--- src/rtl/move_list_sequencer.sv ---
// Scans the board for side-to-move pieces and emits each legal target as a (from,to,pt) move.
// Latency: one cycle per scanned square, one for evaluation and one per move; move_ready low stalls EMIT with all move_* outputs held.
module move_list_sequencer (
  input  logic        clock,
  input  logic        initialize,
  input  logic        start,
  input  logic        side_to_move,
  input  logic [63:0] is_occupied_wires,
  input  logic [63:0] occupying_piece_color,
  output logic [5:0]  pt_req_square,
  input  logic [3:0]  pt_rsp,
  output logic [5:0]  square_currently_calculating,
  output logic [3:0]  pt_calc,
  input  logic [63:0] move_wires,
  output logic        move_valid,
  input  logic        move_ready,
  output logic [5:0]  move_from,
  output logic [5:0]  move_to,
  output logic [3:0]  move_pt,
  output logic        busy,
  output logic        done,
  output logic [7:0]  move_count
);

  typedef enum logic [2:0] {IDLE, SCAN, EVAL, EMIT, DONE} state_t;

  state_t      r_state;
  logic [5:0]  r_sq_idx;
  logic        r_side;
  logic [3:0]  r_pt;
  logic [63:0] r_targets;
  logic [7:0]  r_count;
  logic        r_done;
  logic        r_busy;

  logic [63:0] w_own_mask;
  logic [63:0] w_eval_targets;
  logic [63:0] w_targets_next;
  logic        w_qualify;
  logic        w_last_sq;
  state_t      w_adv_state;
  logic [5:0]  w_adv_sq;
  logic [5:0]  w_lsb;

  assign w_own_mask     = r_side ? occupying_piece_color : ~occupying_piece_color;
  assign w_eval_targets = move_wires & ~(is_occupied_wires & w_own_mask);
  assign w_targets_next = r_targets & (r_targets - 64'd1);
  assign w_qualify      = is_occupied_wires[r_sq_idx]
                       && (occupying_piece_color[r_sq_idx] == r_side)
                       && (pt_rsp != 4'd0);

  // Moving past the current square: finish after 63, otherwise scan the next one.
  assign w_last_sq   = (r_sq_idx == 6'd63);
  assign w_adv_state = w_last_sq ? DONE : SCAN;
  assign w_adv_sq    = w_last_sq ? r_sq_idx : r_sq_idx + 6'd1;

  always_comb begin
    w_lsb = 6'd0;
    for (int i = 63; i >= 0; i--) begin
      if (r_targets[i]) w_lsb = 6'(i);
    end
  end

  always_ff @(posedge clock or posedge initialize) begin
    if (initialize) begin
      r_state   <= IDLE;
      r_sq_idx  <= 6'd0;
      r_side    <= 1'b0;
      r_pt      <= 4'd0;
      r_targets <= 64'd0;
      r_count   <= 8'd0;
      r_done    <= 1'b0;
      r_busy    <= 1'b0;
    end else begin
      case (r_state)
        IDLE: begin
          r_done <= 1'b0;
          if (start) begin
            r_sq_idx <= 6'd0;
            r_count  <= 8'd0;
            r_side   <= side_to_move;
            r_busy   <= 1'b1;
            r_state  <= SCAN;
          end
        end
        SCAN: begin
          if (w_qualify) begin
            r_pt    <= pt_rsp;
            r_state <= EVAL;
          end else begin
            r_sq_idx <= w_adv_sq;
            r_done   <= w_last_sq;
            r_state  <= w_adv_state;
          end
        end
        EVAL: begin
          if (w_eval_targets == 64'd0) begin
            r_sq_idx <= w_adv_sq;
            r_done   <= w_last_sq;
            r_state  <= w_adv_state;
          end else begin
            r_targets <= w_eval_targets;
            r_state   <= EMIT;
          end
        end
        EMIT: begin
          if (move_ready) begin
            r_targets <= w_targets_next;
            if (r_count != 8'hFF) r_count <= r_count + 8'd1;
            if (w_targets_next == 64'd0) begin
              r_sq_idx <= w_adv_sq;
              r_done   <= w_last_sq;
              r_state  <= w_adv_state;
            end
          end
        end
        DONE: begin
          r_done  <= 1'b0;
          r_busy  <= 1'b0;
          r_state <= IDLE;
        end
        default: r_state <= IDLE;
      endcase
    end
  end

  assign pt_req_square                = r_sq_idx;
  assign square_currently_calculating = r_sq_idx;
  assign pt_calc                      = (r_state == EVAL) ? r_pt : 4'd0;
  assign move_valid                   = (r_state == EMIT);
  assign move_from                    = r_sq_idx;
  assign move_to                      = w_lsb;
  assign move_pt                      = r_pt;
  assign busy                         = r_busy;
  assign done                         = r_done;
  assign move_count                   = r_count;

endmodule

--- config.mk ---
export PLATFORM = sky130hd
export DESIGN_NAME = move_list_sequencer
export DESIGN_NICKNAME = d
export VERILOG_FILES = /design/src/rtl/move_list_sequencer.sv
export SDC_FILE = /design/constraint.sdc
export NUM_CORES = 1
export LEC_CHECK = 0
export CORE_MARGIN = 3
export CORE_UTILIZATION = 45
export CTS_BUF_LIST = sky130_fd_sc_hd__clkbuf_4
export DETAILED_ROUTE_END_ITERATION = 6
export GPL_ROUTABILITY_DRIVEN = 0
export PLACE_DENSITY = 0.77
export REMOVE_ABC_BUFFERS = 1
export SLEW_MARGIN = 40
export SYNTH_ARGS = -nofsm -noshare
export SYNTH_HDL_FRONTEND = slang
export SYNTH_SLANG_ARGS = --single-unit
--- constraint.sdc ---
create_clock -name clock -period 4.4 [get_ports clock]
set_clock_uncertainty 0.05 [all_clocks]
set_input_delay 0.44 -clock clock [delete_from_list [all_inputs] [get_ports clock]]
set_output_delay 0.44 -clock clock [all_outputs]
set_load 0.03 [all_outputs]
After elaboration in Yosys (flattened, before gate mapping)
Cells that the tools add are included.

operators by class
  add/subtract/negate cells = 3
  order comparisons = 1
  equality and inequality tests = 14
  muxes and demuxes = 98
  bitwise logic cells = 5
  reduce and logical (&&, ||, !) cells = 20

operator list
  operator                 number
  $mux W6                  70
  $and A64 B64 Y64         3
  $mux W64                 3
  $logic_not A64 Y1        2
  $not A64 Y64             2
  $pmux W64 S2             1
  $sub A64 B1 Y64 const B  1
  $mux W8                  3
  $pmux W6 S4              1
  $mux W3                  6
  $pmux W8 S2              1
  $bmux W1 S6              2
  $pmux W3 S4              1
  $reduce_bool A4 Y1       3
  $add A8 B1 Y8 const B    1
  $ne A2 B2 Y1 const B     4
  $ne A8 B8 Y1 const B     1
  $lt A6 B7 Y1 const B     1
  $mux W1                  7
  $add A6 B1 Y6 const B    1
  $eq A3 B2 Y1 const B     2
  $eq A6 B6 Y1 const B     1
  $ne A2 B1 Y1 const B     3
  $reduce_and A2 Y1        3
  14 further kinds         18

word-level totals
  bits in registers = 88
  output and inout port bits = 43
  logic and storage cells = 149

Longest topological paths before layout
  depth after elaboration = 64
  gate-level depth with buffers = 14
  gate-level depth less buffers = 10

Least setup slack after synthesis
No wires, ideal clock.

  kind = reg2reg
  from = register r_sq_idx[0] (netlist: move_from[0])
  to = register r_sq_idx[3] (netlist: move_from[3])
  data arrival time = 3.493 ns
  setup slack = 0.761 ns
  stages on the path, launching flop included = 12
  clock period less this slack = 3.639 ns
  cells stage by stage = dfrtp_1 -> buf_2 -> clkbuf_1 -> mux4_2 -> a22o_1 -> o21ai_0 -> o32ai_1 -> o211ai_1 -> o21ai_0 -> nor3_1 -> nand3_1 -> o31ai_1

between the ends
  cells in the longest elaborated chain, start to end = 7

ends and longest elaborated chain
  element                        line  RTL
  start, declared                28    logic [5:0] r_sq_idx;
  start signal, assigned         91    r_sq_idx <= w_adv_sq;
  start signal, assigned         98    r_sq_idx <= w_adv_sq;
  start signal, assigned         111   r_sq_idx <= w_adv_sq;
  $bmux W1 S6                    49    && (occupying_piece_color[r_sq_idx] == r_side)
  $mux W1 (not written as such)  49
  $eq A1 B1 Y1                   49
  $logic_and A1 B1 Y1            49
  $logic_and A1 B1 Y1            50    && (pt_rsp != 4'd0);
  $ne A2 B2 Y1 (no line)         -
  $reduce_and A6 Y1 (no line)    -

Parallel ways exist; a longest one is shown, timed or not. The select of a mux whose other input is x is not followed.
A chain may end at the register's enable or synchronous reset.

Final worst setup path
  from = register r_targets[16]
  to = register r_sq_idx[5] (netlist: move_from[5])

between the ends
  cells in the longest elaborated chain, start to end = 5

ends and longest elaborated chain
  element                          line  RTL
  start, declared                  31    logic [63:0] r_targets;
  start signal, assigned           102   r_targets <= w_eval_targets;
  start signal, assigned           108   r_targets <= w_targets_next;
  $sub A64 B1 Y64                  47    assign w_targets_next = r_targets & (r_targets - 64'd1);
  $and A64 B64 Y64 (*)             47
  $logic_not A64 Y1 (*)            110   if (w_targets_next == 64'd0) begin
  $ne A2 B1 Y1 (no line) (*)       -
  $reduce_and A6 Y1 (no line) (*)  -

Mark *: on every way between the ends. The rest lies on a longest branch, timed or not.

==> out/results.txt <==
Design Area, Final = 10800 um^2
I/O pins = 244
CP max FO = 7
Final Cycle Share = 94.3%
CTS Buffer Depth = 2
First-pass GRT wire length = 49000 um
Clock transition at the registers of the reported paths = 170 ps
Top post-synthesis cells by count = 204 x o21ai_0, 101 x nor2_1, 98 x inv_1
CTS tree = built
Switching share of total power = 54.2%
Congestion Overflow GR = 0
Leakage power = 4.61 nW
# nets final = 1436
H-Tree Level Count = 3
Synth top area cells = dfrtp_1 28%, o21ai_0 13%, mux4_2 8.5%
# setup viols final = 0
CTS Hold Bufs = 0
DIE AREA = 19300 um^2
RSZ-0062 raised after global routing = false
Power Density = 733 nW/um^2
Final min period = 4150 ps
Crit-path cells = or4_1, or3_4, or3_1, nor3_4, o22ai_1, a2111oi_2, and4_1, a31oi_1, or4_1, a21oi_1
Seq pwr share = 19.9%
Largest area contributor in the netlist = dfrtp_1
Max cap viols = 0
Hold Crit Class = in2async
Worst skew pair latency = 480 ps
WL/cell = 21.8 um
Area fraction of the dominant cell type after synthesis = 27.8%
Highest-delay cell along the critical path = or4_1
Net Switching = 4.27 mW
Port Buffers = 243
Antenna Nets Post-Route = 0
Fin util = 63.5%
Fmax = 241 MHz
Die W = 139 um
Vias in the first global route = 8623
Dpl hpwl = 25500 um
Mean area per synthesized cell = 7.80 um^2
Mapped Cells = 1017
Final-report hold violation count = 0
Worst slew pin tran = 755 ps
Pre-antenna DRT Iters = 6
Combinational share of power = 73.7%
Via count = 9090
Area Overhead vs Synth = 35.5%
Initial antenna violation count = 0
Cts repair resizes = 0
Pwr Total = 7.88 mW
WP data required = 4770 ps
Post CTS Setup Buffer Count = 0
Cell Area, Synth = 7930 um^2
Most common cell in the netlist = o21ai_0
Main flop type after synthesis = dfrtp_1
Critical path startpoint category = flop
Internal power = 3.61 mW
Area of the core = 16900 um^2
Slew HR = 49.2%
Die height = 139 um
Drt drc = 0
Root buf cell = clkbuf_4
Hold WS = 233 ps
Fraction of registers with async set/reset = 100%
Outcome = completed
Seq cells post-synth = 88
Clk pwr share = 6.4%
Register area share after synthesis = 27.8%
Unique masters post-synth = 66
CTS Buf Count = 9
Peak supply drop = 0.552 mV
Share of cells above drive strength 1 = 8.16%
Post-synth EDFFs = 0
Placed insts = 1442
Drt total wl = 31800 um
DRT iter0 DRCs = 1419
Critical Path Max Stage Delay = 660 ps
Kind of critical path = reg2reg
Crit path DAT = 4520 ps
Most used cell, CP = or4_1
Clock sinks = 88
YS warnings = 0
Num rows = 47
Worst Setup End Kind = flop
Mean number of vias per cell = 6.23
Placed cell area = 10600 um^2
Max Slew Vio Count = 0
Initial core utilization = 46.8%
Largest net degree at the start of global routing = 66
# diodes = 0
Post-Layout Cell Count = 1458
Gr usage total = 32.1%
==> stage by stage <==
step / setup TNS (ps) / setup WS (ps)
finish: 0 / 253
global route: 0 / 120
CTS: 0 / 355
detailed placement: 0 / 370
global placement: 0 / 476
floorplan: -11420 / -1090
==> final timing paths <==
| check | from | cells after the start | end | slack (ps) |
|---|---|---|---|---|
| max | r_targets[16]$_DFFE_PP0P_ | 10 | move_from[5]$_DFFE_PP0P_ | 250 |
| min | initialize | 2 | r_targets[44]$_DFFE_PP0P_ | 230 |
| max reg2reg | r_targets[16]$_DFFE_PP0P_ | 10 | move_from[5]$_DFFE_PP0P_ | 250 |
| min reg2reg | done$_DFFE_PP0P_ | 2 | done$_DFFE_PP0P_ | 510 |
| max in group asynchronous | initialize | 3 | r_targets[0]$_DFFE_PP0P_ | 3200 |
| min in group clock | done$_DFFE_PP0P_ | 2 | done$_DFFE_PP0P_ | 510 |
==> cell type report <==
cell class | count | area [um^2]
clock inverters | 6 | 67.6
flip-flops and latches | 88 | 2210
multi-input cells | 765 | 5060
clock buffers | 10 | 75.1
repair buffers | 271 | 2690
well taps | 220 | 275
inverters | 98 | 369
fillers | 1479 | 6190
==> critical path, delay by kind of cell (launching register included) <==
kind             cells  cell delay [ps]
AO/OA/AOI/OAI        4              850
AND/OR/NAND/NOR      6             2740
flip-flops           1              470
==> kinds of logic after synthesis <==
kind of cell    count (synthesis)  share of synthesized area (%)
simple gates                  277                           17.3
xor+xnor                       73                           8.06
flops                          88                           27.8
compound gates                350                           25.4
fa+ha+maj                       4                          0.568
buf+inv                       164                           8.47
mux                            61                           12.5
==> registers in the layout, indices dropped and copies added, names as in the netlist <==
name        cells
busy            1
done            1
move_count      8
move_from       6
move_pt         4
r_side          1
r_state         3
r_targets      64
==> power groups by stage <==
stage / logic [mW] / registers (mW) / clock network (mW)
after floorplan: 3.38 / 1.75 / 0
after global placement: 5.65 / 1.55 / 0
after detailed placement: 5.68 / 1.55 / 0
after CTS: 5.70 / 1.54 / 0.498
after global routing: 6.27 / 1.61 / 0.531
final: 5.81 / 1.57 / 0.501
==> routing by layer <==
layer	routed length (um)	global-route usage, %	share of wire, %
met5	0	0	0
met4	1000	9.37	3.2
met3	3460	7.07	11
met2	15000	52.4	47
met1	12300	42.9	39
==> cell usage in the layout, fill, tap and decap left out, types with 21 or more instances in the layout <==
cell and instances:
a21oi_1 58, buf_4 24, clkdlybuf4s50_1 243, dfrtp_1 83, inv_1 97, mux2i_1 26
mux4_2 30, nand2_1 43, nand4_1 23, nor2_1 101, nor3_1 22, nor4_1 21
o21ai_0 204, xor2_1 71
No activity file was read; power rests on OpenSTA's default activity.
